## src/rtl/dma_pkg.sv

```systemverilog
// Shared DMA definitions: FSM state encoding, AXI constants and the
// byte-lane strobe helper used by both DMA directions.
package dma_pkg;

    typedef enum logic [2:0] {
        ST_IDLE      = 3'd0,
        ST_FETCH     = 3'd1,
        ST_ADDR_DATA = 3'd2,
        ST_RESP      = 3'd3,
        ST_DONE      = 3'd4
    } dma_state_e;

    localparam logic [1:0] RESP_OKAY        = 2'b00;
    localparam logic [2:0] AXI_PROT_DEFAULT = 3'b000;

    // Lane enables for one 32-bit beat: the first beat starts at lane off,
    // the last beat ends below lane end_off (end_off==0 means a full word).
    function automatic logic [3:0] byte_strobe(
        input logic [1:0] off,
        input logic [1:0] end_off,
        input logic       first,
        input logic       last
    );
        logic [3:0] head;
        logic [3:0] tail;
        head = first ? 4'(4'b1111 << off) : 4'b1111;
        tail = (!last || end_off == 2'd0) ? 4'b1111 : 4'((5'd1 << end_off) - 5'd1);
        return head & tail;
    endfunction

endpackage

```

## src/rtl/dma_wr_align.sv

```systemverilog
// Realigns the packed source stream onto the destination byte offset.
//   cur, prev : current and previous source words (LSB-first bytes)
//   off       : destination byte offset within a word
//   first/last: beat position within the transfer
//   end_off   : (off + length) mod 4
//   wdata_c   : beat data, wstrb_c : beat lane enables
module dma_wr_align
    import dma_pkg::*;
(
    input  logic [31:0] cur,
    input  logic [31:0] prev,
    input  logic [1:0]  off,
    input  logic        first,
    input  logic        last,
    input  logic [1:0]  end_off,
    output logic [31:0] wdata_c,
    output logic [3:0]  wstrb_c
);

    logic [5:0] shamt_c;

    // Shift by 8*(4-off); off==0 shifts the whole prev word out, leaving cur.
    always_comb begin
        shamt_c = 6'({3'd4 - {1'b0, off}, 3'b000});
        wdata_c = 32'({cur, prev} >> shamt_c);
        wstrb_c = byte_strobe(off, end_off, first, last);
    end

endmodule

```

## src/rtl/dma_write.sv

```systemverilog
// AXI4-Lite write master: drains packed source words and writes `length`
// bytes at any byte address, one single-word transaction outstanding.
//   trigger/length/dest_addr : transfer request (sampled in IDLE)
//   busy/done/error          : status (error is sticky until next trigger)
//   in_data/in_valid/in_ready: packed source word stream
//   AW*/W*/B*                : AXI4-Lite write channels
module dma_write
    import dma_pkg::*;
#(
    parameter int unsigned ADDR_W = 32,
    parameter int unsigned DATA_W = 32,
    parameter int unsigned LEN_W  = 6
) (
    input  logic                  clk,
    input  logic                  rst,
    input  logic                  trigger,
    input  logic [LEN_W-1:0]      length,
    input  logic [ADDR_W-1:0]     dest_addr,
    output logic                  busy,
    output logic                  done,
    output logic                  error,
    input  logic [DATA_W-1:0]     in_data,
    input  logic                  in_valid,
    output logic                  in_ready,
    output logic [ADDR_W-1:0]     AWADDR,
    output logic                  AWVALID,
    output logic [2:0]            AWPROT,
    input  logic                  AWREADY,
    output logic [DATA_W-1:0]     WDATA,
    output logic [DATA_W/8-1:0]   WSTRB,
    output logic                  WVALID,
    input  logic                  WREADY,
    input  logic [1:0]            BRESP,
    input  logic                  BVALID,
    output logic                  BREADY
);

    localparam int unsigned STRB_W = DATA_W / 8;
    localparam int unsigned SUM_W  = LEN_W + 1;

    dma_state_e          state_q, state_d;
    logic                busy_d, done_d, error_d, in_ready_d;
    logic                awvalid_d, wvalid_d, bready_d;
    logic [ADDR_W-1:0]   awaddr_d;
    logic [DATA_W-1:0]   wdata_d;
    logic [STRB_W-1:0]   wstrb_d;
    logic [ADDR_W-1:0]   base_q, base_d;
    logic [1:0]          off_q, off_d;
    logic [1:0]          end_q, end_d;
    logic [LEN_W-1:0]    beats_q, beats_d;
    logic [LEN_W-1:0]    words_q, words_d;
    logic [LEN_W-1:0]    beat_q, beat_d;
    logic [DATA_W-1:0]   prev_q, prev_d;
    logic [DATA_W-1:0]   cur_q, cur_d;
    logic                issued_q, issued_d;
    logic                first_c, last_c;
    logic [DATA_W-1:0]   align_data_c;
    logic [STRB_W-1:0]   align_strb_c;

    assign AWPROT  = AXI_PROT_DEFAULT;
    assign first_c = (beat_q == '0);
    assign last_c  = (beat_q == beats_q - LEN_W'(1));

    dma_wr_align u_align (
        .cur     (cur_q),
        .prev    (prev_q),
        .off     (off_q),
        .first   (first_c),
        .last    (last_c),
        .end_off (end_q),
        .wdata_c (align_data_c),
        .wstrb_c (align_strb_c)
    );

    // State and datapath registers.
    always_ff @(posedge clk or negedge rst) begin
        if (!rst) begin
            state_q  <= ST_IDLE;
            busy     <= 1'b0;
            done     <= 1'b0;
            error    <= 1'b0;
            in_ready <= 1'b0;
            AWVALID  <= 1'b0;
            WVALID   <= 1'b0;
            BREADY   <= 1'b0;
            AWADDR   <= '0;
            WDATA    <= '0;
            WSTRB    <= '0;
            base_q   <= '0;
            off_q    <= '0;
            end_q    <= '0;
            beats_q  <= '0;
            words_q  <= '0;
            beat_q   <= '0;
            prev_q   <= '0;
            cur_q    <= '0;
            issued_q <= 1'b0;
        end else begin
            state_q  <= state_d;
            busy     <= busy_d;
            done     <= done_d;
            error    <= error_d;
            in_ready <= in_ready_d;
            AWVALID  <= awvalid_d;
            WVALID   <= wvalid_d;
            BREADY   <= bready_d;
            AWADDR   <= awaddr_d;
            WDATA    <= wdata_d;
            WSTRB    <= wstrb_d;
            base_q   <= base_d;
            off_q    <= off_d;
            end_q    <= end_d;
            beats_q  <= beats_d;
            words_q  <= words_d;
            beat_q   <= beat_d;
            prev_q   <= prev_d;
            cur_q    <= cur_d;
            issued_q <= issued_d;
        end
    end

    // Next-state and next-output logic.
    always_comb begin
        state_d    = state_q;
        busy_d     = busy;
        done_d     = 1'b0;
        error_d    = error;
        in_ready_d = 1'b0;
        awvalid_d  = AWVALID;
        wvalid_d   = WVALID;
        bready_d   = BREADY;
        awaddr_d   = AWADDR;
        wdata_d    = WDATA;
        wstrb_d    = WSTRB;
        base_d     = base_q;
        off_d      = off_q;
        end_d      = end_q;
        beats_d    = beats_q;
        words_d    = words_q;
        beat_d     = beat_q;
        prev_d     = prev_q;
        cur_d      = cur_q;
        issued_d   = issued_q;

        unique case (state_q)
            ST_IDLE: begin
                if (trigger) begin
                    busy_d  = 1'b1;
                    error_d = 1'b0;
                    if (length == '0) begin
                        state_d = ST_DONE;
                    end else begin
                        base_d     = {dest_addr[ADDR_W-1:2], 2'b00};
                        off_d      = dest_addr[1:0];
                        end_d      = 2'(dest_addr[1:0] + length[1:0]);
                        beats_d    = LEN_W'((SUM_W'(dest_addr[1:0]) + SUM_W'(length) + SUM_W'(3)) >> 2);
                        words_d    = LEN_W'((SUM_W'(length) + SUM_W'(3)) >> 2);
                        beat_d     = '0;
                        prev_d     = '0;
                        cur_d      = '0;
                        in_ready_d = 1'b1;
                        state_d    = ST_FETCH;
                    end
                end
            end

            // Pull the next source word, or shift in zero for the trailing beat.
            ST_FETCH: begin
                if (words_q != '0) begin
                    if (in_valid && in_ready) begin
                        prev_d  = cur_q;
                        cur_d   = in_data;
                        words_d = words_q - LEN_W'(1);
                        state_d = ST_ADDR_DATA;
                    end else begin
                        in_ready_d = 1'b1;
                    end
                end else begin
                    prev_d  = cur_q;
                    cur_d   = '0;
                    state_d = ST_ADDR_DATA;
                end
            end

            // Launch AW and W together; each retires on its own handshake.
            ST_ADDR_DATA: begin
                if (!issued_q) begin
                    awaddr_d  = base_q + ADDR_W'({beat_q, 2'b00});
                    wdata_d   = align_data_c;
                    wstrb_d   = align_strb_c;
                    awvalid_d = 1'b1;
                    wvalid_d  = 1'b1;
                    issued_d  = 1'b1;
                end else begin
                    if (AWVALID && AWREADY) awvalid_d = 1'b0;
                    if (WVALID && WREADY)   wvalid_d  = 1'b0;
                    if ((!AWVALID || AWREADY) && (!WVALID || WREADY)) begin
                        issued_d = 1'b0;
                        bready_d = 1'b1;
                        state_d  = ST_RESP;
                    end
                end
            end

            // A failing response aborts the remaining beats.
            ST_RESP: begin
                if (BVALID && BREADY) begin
                    bready_d = 1'b0;
                    if (BRESP != RESP_OKAY) begin
                        error_d = 1'b1;
                        state_d = ST_DONE;
                    end else if (last_c) begin
                        state_d = ST_DONE;
                    end else begin
                        beat_d     = beat_q + LEN_W'(1);
                        in_ready_d = (words_q != '0);
                        state_d    = ST_FETCH;
                    end
                end
            end

            ST_DONE: begin
                done_d  = 1'b1;
                busy_d  = 1'b0;
                state_d = ST_IDLE;
            end

            default: state_d = ST_IDLE;
        endcase
    end

endmodule
```

## config.mk

```make
export PLATFORM = sky130hd
export DESIGN_NAME = dma_write
export DESIGN_NICKNAME = d
export VERILOG_FILES = /design/src/rtl/dma_pkg.sv /design/src/rtl/dma_wr_align.sv /design/src/rtl/dma_write.sv
export SDC_FILE = /design/constraint.sdc
export NUM_CORES = 1
export LEC_CHECK = 0
export CAP_MARGIN = 20
export CELL_PAD_IN_SITES_DETAIL_PLACEMENT = 1
export CELL_PAD_IN_SITES_GLOBAL_PLACEMENT = 2
export CORE_MARGIN = 2
export CORE_UTILIZATION = 35
export CTS_CLUSTER_SIZE = 40
export DETAILED_ROUTE_END_ITERATION = 12
export PLACE_DENSITY_LB_ADDON = 0.1
export REMOVE_ABC_BUFFERS = 1
export SLEW_MARGIN = 20
export SYNTH_ARGS = -nofsm -noshare
export SYNTH_HDL_FRONTEND = slang
export SYNTH_HIERARCHICAL = 1
export SYNTH_SLANG_ARGS = --single-unit
```

## constraint.sdc

```tcl
create_clock -name clk -period 4 [get_ports clk]
set_input_delay 1.2 -clock clk [delete_from_list [all_inputs] [get_ports clk]]
set_output_delay 1.2 -clock clk [all_outputs]
set_load 0.02 [all_outputs]
```

* Yosys cells after proc, flatten, opt, wreduce, memory -nomap -nowiden
Cells that the tools add are included.
Word-level totals: bits in registers 194, memories 0, ROM bits 0, bits in latches 0, word-level logic and storage cells 142, input bits 79, bits in writable memories 0, output and inout port bits 78
Cells by class: multiply operators 0, mux-type cells 56, add/subtract/negate cells 10, shift operators 3, bitwise logic cells 3, reduce and logical (&&, ||, !) cells 32, divide/modulo/power cells 0, $lt $le $gt $ge 0, equality and inequality tests 18
Operator list (number):
- 32-bit 2-to-1 mux | 6
- 32-bit one-hot mux with 2 select lines | 2
- 64-bit by 6-bit right shift with 32-bit output | 1
- 6-bit 2-to-1 mux | 9
- 32-bit by 8-bit adder with 32-bit output | 1
- 3-bit 2-to-1 mux | 9
- 6-bit one-hot mux with 2 select lines | 2
- 1-bit 2-to-1 mux | 21
- 2-bit inequality test, second input constant | 10
- 6-bit zero test | 2
- 3-bit one-hot mux with 4 select lines | 1
- 4-bit AND reduction | 3
- 5-bit AND reduction | 2
- 2-bit nonzero test | 5
- 4-bit 2-to-1 mux | 2
- 2-bit AND reduction | 4
- 2-bit by 6-bit adder with 7-bit output | 1
- 6-bit by 2-bit adder with 7-bit output, second input constant | 1
- 7-bit by 2-bit adder with 7-bit output, second input constant | 1
- 6-bit by 1-bit adder with 6-bit output, second input constant | 1
- 3-bit by 2-bit equality test with 1-bit output, second input constant | 2
- 6-bit equality test | 1
- 1-bit one-hot mux with 2 select lines | 3
- 6-bit AND reduction | 1
- 21 further kinds | 31

* Depth between registers and ports, before layout
Gate-level depths: netlist of run 1.
depth after elaboration 6, depth in mapped cells 12, depth with buffers taken out 11

* Hierarchy
The synthesis of run 1 kept the hierarchy.
By module, submodules not included:
- dma_write | times used 1, cells each 866, area each 8687.1 sq um, seq. area each 4804.6 sq um
- dma_wr_align | times used 1, cells each 194, area each 1712.9 sq um, seq. area each 0.0 sq um

* Worst setup path after synthesis of run 1
Ideal clock, no wire load.
path kind input to register, start input length[3], end register base_q[10], cell stages on the path 6, arrival time 2.578 ns, data required time 3.875 ns, setup time 0.125 ns, path slack 1.297 ns, path through clkbuf_1 -> nor4_1 -> nand3_1 -> nand3_1 -> buf_2 -> mux2_2
Between the ends: cells in the longest elaborated chain, start to end 3
RTL lines:
- start, declared | line dma_write.sv:17 | input logic [LEN_W-1:0] length,
- 6-bit zero test | line dma_write.sv:150 | if (length == '0) begin
- 1-bit NOT (no line)
- 3-bit AND reduction (no line)
- end signal, assigned | line dma_write.sv:110 | base_q <= base_d;
- end, declared | line dma_write.sv:47 | logic [ADDR_W-1:0] base_q, base_d;
No other way between the ends. A chain may end at the register's enable or synchronous reset.

* Final worst setup path of run 1
start input length[3], end register cur_q[0]
Between the ends: cells in the longest elaborated chain, start to end 3
RTL lines:
- 6-bit zero test | line dma_write.sv:150
- 2-bit inequality test (no line)
- 4-bit AND reduction (no line)
- end signal, assigned | line dma_write.sv:117 | cur_q <= cur_d;
- end, declared | line dma_write.sv:54 | logic [DATA_W-1:0] cur_q, cur_d;
No other way between the ends.

==> results of run 1 <==
## logic make-up after synthesis
family          Yosys count
compound gates          236
flops                   192
xor+xnor                 42
buf+inv                  94
simple gates            382
other cells               1
mux                      94
fa+ha+maj                19
## worst paths after layout
kind	startpoint	endpoint	slack [ns]	depth (start not counted)
max in group asynchronous	rst	beat_q[4]	2.30	2
min	WDATA[27]	WDATA[27]	0.48	2
max	length[3]	cur_q[0]	1.03	7
min reg2reg	WDATA[27]	WDATA[27]	0.48	2
max reg2reg	off_q[0]	WDATA[31]	1.06	7
min in group asynchronous	rst	WDATA[16]	0.83	1
## per-stage QoR
stage / std cells / power (mW) / util
CTS: 1583 / 10.5 / 0.431
detailed placement: 1551 / 8.75 / 0.412
global placement: 1551 / 8.66 / 0.412
global route: 1583 / 11.2 / 0.431
finish: 1583 / 10.4 / 0.431
floorplan: 991 / 6.65 / -
## registers in the layout, summed over array words and instances (netlist names), 2 cells and up
register,count
prev_q,32
beats_q,5
WSTRB,4
beat_q,6
AWADDR,30
cur_q,32
off_q,2
words_q,6
base_q,30
state_q,3
WDATA,32
end_q,2
## layout make-up
class / instances / area, sq um
fillers: 3303 / 16800
multi-input cells: 778 / 5060
clock buffers: 18 / 429
well taps: 390 / 488
clock inverters: 14 / 141
flip-flops and latches: 192 / 4810
inverters: 21 / 78.8
repair buffers: 170 / 1710
## synthesized netlist by cell type (all sizes together) (7+ instances only)
cell type  instances  area [sq um]
nor3              19           100
nand2            260           976
xnor2             21           184
mux2i             28           280
nor2b             15           104
xor2              21           184
a22o              34           298
a221oi            22           262
ha                17           213
a22oi             14           105
nand3             20           100
nor2              29           119
o22ai              9          56.3
a2111oi            7          67.6
dfrtp            192          4800
a21oi             29           145
inv               20          75.1
mux2              66           769
o21ai             80           400
clkbuf            30           136
buf               43           363
a21o               9          67.6
## report_power, final
part / switching (mW) / internal [mW]
Clock: 0.868 / 0.833
Combinational: 2.98 / 2.24
Sequential: 0.723 / 2.72
## critical path: stages
cell and delay [ns]:
clkdlybuf4s50_1 0.53, nor4_1 0.42, nand3_1 0.24, a21oi_1 0.18, or2_2 0.15, buf_12 0.32
o21ai_0 0.16
## routing by layer
metal  GRT usage  wire length, um  vias to the layer above
met5           0                0                        -
met3      0.0280              809                       29
met4      0.0492              429                        0
met2       0.326            14000                      117
met1       0.261            13800                     4059
li1            -                -                     3941
## placed cells by master, fill, tap and decap left out, types with 11 or more instances in the layout
master	netlist	layout
clkbuf_16	0	17
nand2_1	260	260
dfrtp_1	192	191
a221oi_2	11	11
ha_1	17	16
nor2b_1	13	13
xor2_1	21	21
a22oi_1	14	14
a221oi_1	11	11
nor2_1	27	26
o21ai_0	79	79
a21oi_1	29	29
mux2_2	59	59
nor3_1	18	17
inv_1	19	19
clkdlybuf4s50_1	0	150
xnor2_1	21	21
a22o_1	34	34
buf_4	9	15
mux2i_1	28	28
nand3_1	20	19
==> Implementation_results.wiki, run 1 <==
{| class="wikitable"
! Metric !! Value
|-
| Run status || complete, no violations
|-
| Number of enable-type register cells in the synthesized netlist || 0
|-
| Predominant post-synthesis flop cell || dfrtp_1
|-
| Placed instance area || 12100 sq um
|-
| Cell count after synthesis || between 1000 and 1500
|-
| Area of the placeable core || 29500 sq um
|-
| Synth Area in Compound Gates || 0.161
|-
| Num ports || between 150 and 200
|-
| WL/cell || ~18 um
|-
| Final setup TNS || 0 ns
|-
| Layout Cell Area excl Fill || 12700 sq um
|-
| Post-synth ARST share || 1.00
|-
| Syn avg cell area || slightly below 10 sq um
|-
| Ratio of total power to cell area || between 800 and 900 nW/um^2
|-
| Worst Path Arrival || between 3 and 4 ns
|-
| Total count of max-transition violations in the final report || 0
|-
| Period utilization || 0.742
|-
| Clk Latency, worst-skew pair || about 0.44 ns
|-
| Kind of capture point of the worst setup path || flip-flop
|-
| Final-layout worst hold slack || approximately 0.48 ns
|-
| Critical path required time || about 4.3 ns
|-
| Wire length of the first global-routing pass || around 48000 um
|-
| Number of setup violations in the final report || 0
|-
| Initial antenna violation count || 0
|-
| Total number of H-tree levels || 4
|-
| Die area || slightly above 30000 sq um
|-
| Number of warning messages in the yosys log || 6
|-
| Number of antenna-violating nets in the routed design || 0
|-
| Proportion of synthesized chip area in sequential cells || 0.462
|-
| Number of detailed-route iterations in the first pass || 4
|-
| Post-detailed-route DRC marker count || 0
|-
| Clock slew seen by the registers of the worst setup and hold paths || 0.08 ns
|-
| Mux cell area share after synthesis || 0.101
|-
| Final Worst Setup Slack || roughly 1.0 ns
|-
| Fraction of layout instances using a drive strength above 1 || 0.125
|-
| Max-cap violation count || 0
|-
| Global-route total usage across every layer || 0.193
|-
| Number of DRC markers in iteration 0 || 348
|-
| Worst slew slack as a fraction of its limit || 0.338
|-
| Effective utilization at floorplan || 0.353
|-
| LEAKAGE || between 5 and 6 nW
|-
| TritonCTS clock tree || built
|-
| Area share of fa/ha/maj cells after synthesis || 0.0243
|-
| Dominant combinational cell family by area after synthesis || simple AND/OR/NAND/NOR gates
|-
| Number of flip-flops and latches in the synthesized netlist || between 150 and 200
|-
| RSZ-0062 raised after global routing || false
|-
| Number of buffers inserted by post-CTS setup repair || 0
|-
| Class of the most critical hold timing path || flip-flop to flip-flop
|-
| Number of buffers created by CTS || 17
|-
| Clk buf depth || 2
|-
| Diodes inserted || 0
|-
| Hold violation count in the final report || 0
|-
| Nature of the critical path startpoint || input pin
|-
| Setup slack after placement || 0.618 ns
|-
| Worst vdd rail ir drop || just over 500 uV
|-
| Post-DR vias/cell || 5.15
|-
| Worst-case clock skew || 0.0188 ns
|-
| Synth unique cells || about 70
|-
| Number of resized instances in the post-cts repair step || 0
|-
| Routability Congestion || slightly below 0.8
|-
| Simple-Gate Fraction of Synth Area || 0.161
|-
| Clock net sink count || 192
|-
| Crit path kind || input pin to flip-flop
|-
| Biggest fanout along the worst timing path || 96
|-
| Slew at the pin closest to its max-slew limit || 0.991 ns
|-
| Via total after detailed routing || around 8000
|-
| Post-layout nets || between 1000 and 1500
|-
| Row count || 63
|-
| Synthesized cell area || around 10000 sq um
|-
| Die span in x || 176 um
|-
| Number of hold buffers added after CTS || 0
|-
| Largest net degree at the start of global routing || 97
|-
| Area Growth Syn to Fin || 22.2%
|-
| Crit path time final || between 2 and 3 ns
|-
| Post-detail-place hpwl || approximately 19000 um
|-
| Post-detailed-routing wire length || roughly 29000 um
|-
| Number of global-route vias before repair || about 8600
|-
| Synth Area in XOR/XNOR || 0.0354
|-
| Grt total ovfl || 0
|-
| Height of the die || ~180 um
|-
| Cell chosen for the clock root || clkbuf_16
|-
| Maximum clock rate || between 300 and 400 MHz
|-
| Number of buffers added on ports || 151
|}
Note: power is estimated with default switching activity, not from simulation.
==> run 2, diff against run 1 <==
CORE_UTILIZATION = 31   (was 35)
clock period = 2.6 ns   (was 4 ns; I/O delays follow)
==> run 2 against run 1 <==
  * Non-clock buffer count grew 47
  * Critical path depth rose by 2
  * Clock skew fell by 0.0067 ns
  * First-iteration DRC count increased by 11%
  * Critical endpoint is now beat_q[3]
  * Sequential power is 52% higher
  * Worst setup slack got worse by 0.80 ns
  * Sequential cell count is the same
  * Combinational power rose by 65%
  * Highest routed layer unchanged
  * Design area is 4.3% higher
  * Cell count increased by 6.7%
  * Hold slack got worse by 0.19 ns
==> Implementation_results.wiki, run 2 (synthesized netlist as in run 1, its figures left out) <==
{| class="wikitable"
! Metric !! Value
|-
| Total area of multi-input combinational cells || ~5100 sq um
|-
| Final-layout worst hold slack || ~0.28 ns
|-
| Worst vdd rail ir drop || slightly above 700 uV
|-
| Die area || 35000 sq um
|-
| R2R Path Start || beats_q[1]
|-
| Number of buffers created by CTS || 17
|-
| Row count || 67
|-
| Final Worst Setup Slack || between 0.2 and 0.25 ns
|-
| Worst Path Arrival || about 2.7 ns
|-
| Wire length of the first global-routing pass || around 50000 um
|-
| Layout Cell Area excl Fill || 13300 sq um
|-
| Clk Latency, worst-skew pair || about 0.44 ns
|-
| Cell with the largest stage delay on the worst path || a311o_2
|-
| Commonest cells after routing, fill and taps aside || nand2_1 (260), dfrtp_1 (191), clkdlybuf4s50_1 (150)
|-
| Largest net degree at the start of global routing || 51
|-
| Worst Setup SP || beats_q[1]
|-
| Maximum clock rate || approximately 420 MHz
|-
| Number of setup violations in the final report || 0
|-
| Number of DRC markers in iteration 0 || 386
|-
| Core utilization of the finished layout || 0.398
|-
| Number of antenna-violating nets in the routed design || 0
|-
| Slew at the pin closest to its max-slew limit || 0.803 ns
|-
| Number of global-route vias before repair || between 9000 and 10000
|-
| Initial antenna violation count || 1
|-
| Fraction of layout instances using a drive strength above 1 || 0.159
|-
| Number of buffers inserted by post-CTS setup repair || 0
|-
| Effective utilization at floorplan || 0.312
|-
| WL/cell || between 15 and 20 um
|-
| Number of cells on the critical path || 9
|-
| Final setup TNS || 0 ns
|-
| Series of cell instances along the critical path || inv_1 -> ha_1 -> nor2b_1 -> a21oi_1 -> o311ai_0 -> a311o_2 -> or4_1 -> nand3_1 -> o31ai_1
|-
| Max-cap violation count || 0
|-
| Critical path required time || 2.92 ns
|-
| Post-detail-place hpwl || roughly 22000 um
|-
| Worst R2R Setup Slack || between 0.2 and 0.25 ns
|-
| Class of the most critical hold timing path || input pin to async pin
|-
| Height of the die || between 150 and 200 um
|-
| Global-route total usage across every layer || 0.180
|-
| Number of buffers and inverters on the critical path || 1
|-
| Kind of capture point of the worst setup path || flip-flop
|-
| Post-layout nets || approximately 1300
|-
| Final-layout fill cell count || 3777
|-
| Clk buf depth || 2
|-
| Slowest Stage Delay on Critical Path || 0.45 ns
|-
| Area of the placeable core || approximately 33000 sq um
|-
| Most frequent standard cell in the layout excluding fill and tap cells || nand2_1
|-
| Number of detailed-route iterations in the first pass || 4
|-
| Crit path time final || around 2.4 ns
|-
| Period utilization || 0.911
|-
| Registers with the highest flip-flop counts || WDATA: 32 flops, cur_q: 32 flops, prev_q: 32 flops
|-
| Biggest fanout along the worst timing path || 7
|-
| Setup slack after placement || -0.311 ns
|-
| Crit path max-delay family || compound AO/OA/AOI/OAI gates
|-
| Cell depth of the worst flop-to-flop path || 9
|-
| Routability Congestion || about 0.76
|-
| Crit Reg-Reg Endpoint || beat_q[3]
|-
| Sequential cell area in the final layout || 4810 sq um
|-
| TritonCTS clock tree || built
|-
| Crit path kind || flip-flop to flip-flop
|-
| Post-DR vias/cell || around 4.9
|-
| Run status || complete, no violations
|-
| RSZ-0062 raised after global routing || false
|-
| Total count of max-transition violations in the final report || 0
|-
| Placed instance area || about 13000 sq um
|-
| Cell chosen for the clock root || clkbuf_16
|-
| Clock slew seen by the registers of the worst setup and hold paths || 0.07 ns
|-
| Die span in x || 187 um
|-
| Worst-case clock skew || between 0.01 and 0.015 ns
|-
| Via total after detailed routing || 8345
|-
| Ratio of total power to cell area || between 1000 and 1500 nW/um^2
|-
| Grt total ovfl || 0
|-
| Hold violation count in the final report || 0
|-
| Num ports || ~160
|-
| Number of buffers added on ports || about 150
|-
| Worst slew slack as a fraction of its limit || 0.463
|-
| Clock net sink count || about 190
|-
| CP Capture Point || beat_q[3]
|-
| LEAKAGE || between 5 and 6 nW
|-
| Count of placed standard cells in the final layout, fillers left out || approximately 1700
|-
| Post-detailed-routing wire length || 30800 um
|-
| Placed cells || between 1500 and 2000
|-
| Total power || 16.7 mW
|-
| Post-detailed-route DRC marker count || 0
|-
| Total number of H-tree levels || 4
|-
| Nature of the critical path startpoint || flip-flop
|-
| Area Growth Syn to Fin || 27.5%
|}
==> run 2: cell count changes in the layout (fill, tap and decap cells not counted), moves of 2 or more <==
cell and delta:
buf_12 +6, buf_4 +41, bufinv_16 +3, clkbuf_8 +2
clkinv_2 +3, clkinv_8 -2, inv_6 -3, inv_8 -2
==> run 2: routing by layer <==
metal	GRT usage	vias up	wire length (um)
li1	-	4029	-
met5	0	-	0
met1	0.236	4166	14500
met3	0.0343	22	974
met4	0.0485	0	378
met2	0.304	128	14900
==> run 2: worst min-delay path by stage <==
stage          slack, ns         end        from  cells after the start
2_1_floorplan       0.47  prev_q[17]  prev_q[17]                      1
3_3_place_gp        0.46   WDATA[17]   WDATA[17]                      2
3_5_place_dp        0.46   WDATA[17]   WDATA[17]                      2
4_1_cts             0.28   WDATA[22]         rst                      1
5_1_grt             0.30    WDATA[5]         rst                      1
6_report            0.28   WDATA[21]         rst                      1
==> run 2: cell type report <==
cell class                      instances  area share
Tap cell                              448      0.0423
Clock buffer                           20      0.0345
Multi-Input combinational cell        778       0.382
Clock inverter                         12      0.0118
Antenna cell                            1    0.000189
Sequential cell                       192       0.363
Inverter                               21     0.00595
Timing Repair Buffer                  217       0.161
==> run 2: repair_timing <==
| item | in CTS | in global routing |
|---|---|---|
| setup endpoints to repair | 0 | 4 |
| resized for setup | 0 | 3 |
| hold buffers | 0 | 0 |
==> run 2: power breakdown <==
group | switching [mW] | total, mW | internal [mW]
clock | 1.25 | 2.83 | 1.58
combinational | 4.81 | 8.63 | 3.81
sequential | 1.05 | 5.24 | 4.18
==> run 3, diff against run 2 <==
CAP_MARGIN = default   (was 20)
GPL_TIMING_DRIVEN = 0   (was default)
==> run 3 against run 2 <==
  * Core utilization is 0.24 points lower
  * Design area fell by 0.61%
  * Register-to-register slack lost 0.10 ns
  * Maximum frequency shrank 4.1%
  * Clock power is essentially flat
  * Combinational power up 2%
  * Die area is the same
  * Global-route usage increased by 0.48 points
  * Sequential share of layout area is 0.27 points higher
  * Cell count fell by 2.3%
==> Implementation_results.wiki, run 3 (synthesized netlist as in run 1, its figures left out) <==
{| class="wikitable"
! Metric !! Value
|-
| Run status || complete, no violations
|-
| Highest-utilization routing layer at the global route stage || met2
|-
| Post-layout nets || ~1300
|-
| Effective utilization at floorplan || 0.312
|-
| Final Worst Setup Slack || 0.130 ns
|-
| Post-detailed-routing wire length || 31200 um
|-
| Number of DRC markers in iteration 0 || about 350
|-
| Switching share of power || 0.436
|-
| Crit path time final || between 2 and 2.5 ns
|-
| Sequential cell area in the final layout || 4810 sq um
|-
| Worst R2R Setup Slack || 0.13 ns
|-
| Proportion of power drawn by combinational gates || 0.518
|-
| Initial antenna violation count || 3
|-
| Setup slack after placement || -1.02 ns
|-
| Area of the placeable core || between 30000 and 40000 sq um
|-
| Clk Latency, worst-skew pair || approximately 0.46 ns
|-
| Crit Reg-Reg Endpoint || WDATA[27]
|-
| Number of buffers added on ports || 151
|-
| Total number of H-tree levels || 4
|-
| Final-layout fill cell count || between 3000 and 4000
|-
| Row count || 67
|-
| Number of detailed-route iterations in the first pass || 4
|-
| Number of antenna-violating nets in the routed design || 0
|-
| Number of buffers and inverters on the critical path || 3
|-
| Worst Path Arrival || about 2.8 ns
|-
| Clock slew seen by the registers of the worst setup and hold paths || around 0.070 ns
|-
| Part of the power in registers || 0.316
|-
| Cell depth of the worst flop-to-flop path || 9
|-
| Cell chosen for the clock root || clkbuf_16
|-
| Worst slew slack as a fraction of its limit || 0.536
|-
| Crit path kind || flip-flop to flip-flop
|-
| Wire length of the first global-routing pass || 50900 um
|-
| LEAKAGE || about 5.7 nW
|-
| Post-detailed-route DRC marker count || 0
|-
| R2R Path Start || off_q[0]
|-
| TritonCTS clock tree || built
|-
| Clock network power share || 0.165
|-
| Class of the most critical hold timing path || input pin to async pin
|-
| Biggest fanout along the worst timing path || 39
|-
| Area Growth Syn to Fin || 26.7%
|-
| Crit path max-delay family || buffers and inverters
|-
| Global-route track usage on met3 || 0.0392
|-
| Layout Cell Area excl Fill || about 13000 sq um
|-
| Worst Setup SP || off_q[0]
|-
| Period utilization || 0.950
|-
| Number of global-route vias before repair || around 8700
|-
| Max-cap violation count || 0
|-
| P_sw || around 7.4 mW
|-
| Commonest cells after routing, fill and taps aside || nand2_1 (260), dfrtp_1 (188), clkdlybuf4s50_1 (149)
|-
| Ratio of total power to cell area || 1280 nW/um^2
|-
| Via total after detailed routing || 8204
|-
| Series of cell instances along the critical path || buf_12 -> inv_6 -> ha_4 -> buf_16 -> mux2_2 -> a221oi_1 -> a21oi_1 -> nand2_1 -> nand2_1
|-
| Cell with the largest stage delay on the worst path || dfrtp_4
|-
| Post-detail-place hpwl || 20300 um
|-
| Global-route total usage across every layer || 0.185
|-
| Height of the die || between 150 and 200 um
|-
| Worst vdd rail ir drop || just under 600 uV
|-
| Number of buffers created by CTS || 17
|-
| Slew at the pin closest to its max-slew limit || around 0.7 ns
|-
| Hold violation count in the final report || 0
|-
| WL/cell || 18.9 um
|-
| Maximum clock rate || 405 MHz
|-
| Most frequent standard cell in the layout excluding fill and tap cells || nand2_1
|-
| Nature of the critical path startpoint || flip-flop
|-
| Placed instance area || between 10000 and 15000 sq um
|-
| Routability Congestion || ~0.7
|-
| Registers with the highest flip-flop counts || WDATA: 32 flops, cur_q: 32 flops, prev_q: 32 flops
|-
| Number of setup violations in the final report || 0
|-
| Cell with the most instances on the worst path || nand2_1
|-
| Total count of max-transition violations in the final report || 0
|-
| Met1 capacity usage during global routing || 0.254
|-
| Slowest Stage Delay on Critical Path || roughly 0.57 ns
|-
| Clock net sink count || 192
|-
| Worst-case clock skew || roughly 0.020 ns
|-
| GRT met2 Usage || 0.299
|-
| Die span in x || between 150 and 200 um
|-
| Post-DR vias/cell || 4.97
|-
| Num ports || between 150 and 200
|-
| Total area of multi-input combinational cells || approximately 5200 sq um
|-
| Fraction of layout instances using a drive strength above 1 || 0.146
|-
| Grt total ovfl || 0
|-
| RSZ-0062 raised after global routing || false
|-
| Kind of capture point of the worst setup path || flip-flop
|-
| Die area || roughly 35000 sq um
|-
| Critical path required time || slightly below 3 ns
|-
| Clk buf depth || 2
|-
| Largest net degree at the start of global routing || 86
|-
| Internal Power || 9.54 mW
|}
## run 3: cell types whose count changed in the layout (fill, tap and decap cells not counted), sizes merged
cell / previous run / this run
clkinvlp: 0 / 1
bufinv: 3 / 2
clkinv: 7 / 4
clkbuf: 21 / 18
inv: 23 / 28
clkdlybuf4s50: 150 / 149
dlymetal6s2s: 0 / 1
buf: 66 / 26
nor2: 29 / 30
or2: 2 / 3
## run 3: how the worst max path moves through the flow
stage	depth (start not counted)	slack, ns	to
5_1_grt	9	0.003	WDATA[27]
6_report	9	0.13	WDATA[27]
3_5_place_dp	7	-1.02	cur_q[2]
4_1_cts	5	0.004	words_q[2]
2_1_floorplan	7	-1.60	WDATA[31]
3_3_place_gp	1	-8.30	words_q[3]
## run 3: timing repair
action | 4_1_cts | 5_1_grt
hold buffers | 0 | 0
gates resized for setup | 17 | 12
gates cloned | 2 | 0
setup endpoints to repair | 118 | 101
pin swaps | 4 | 3
setup buffers | 9 | 3
## run 3: area by class of cell
| cell class | count | share of cell area |
|---|---|---|
| antenna | 1 | 0.000190 |
| inverter | 21 | 0.00646 |
| timing repair buffer | 176 | 0.145 |
| tap | 448 | 0.0425 |
| multi-input combinational | 780 | 0.395 |
| clock inverter | 14 | 0.0128 |
| clock buffer | 18 | 0.0333 |
| sequential | 192 | 0.365 |
## run 3: routing by layer
| metal | share of wire | vias up |
|---|---|---|
| met5 | 0.00051 | - |
| met4 | 0.010 | 2 |
| met3 | 0.036 | 20 |
| met2 | 0.47 | 125 |
| met1 | 0.48 | 4095 |
| li1 | - | 3962 |
## run 3: stage by stage
stage / total power, mW / hold WS (ns) / util / TNS [ns] / std cells
2_1_floorplan: 10.2 / 0.469 / - / -117.15 / 991
3_3_place_gp: 13.5 / 0.459 / 0.360 / -2042.92 / 1590
3_5_place_dp: 13.8 / 0.462 / 0.370 / -92.33 / 1603
4_1_cts: 17.1 / 0.175 / 0.394 / 0 / 1646
5_1_grt: 18.2 / 0.186 / 0.396 / 0 / 1649
6_report: 16.9 / 0.181 / 0.396 / 0 / 1650
## run 3: power groups by stage
stage               logic, mW  clock network, mW  registers (mW)
CTS                      8.79               2.92            5.35
detailed placement       8.35                  0            5.41
finish                   8.76               2.80            5.34
global route             9.63               3.02            5.55
floorplan                4.54                  0            5.69
global placement         7.84                  0            5.69
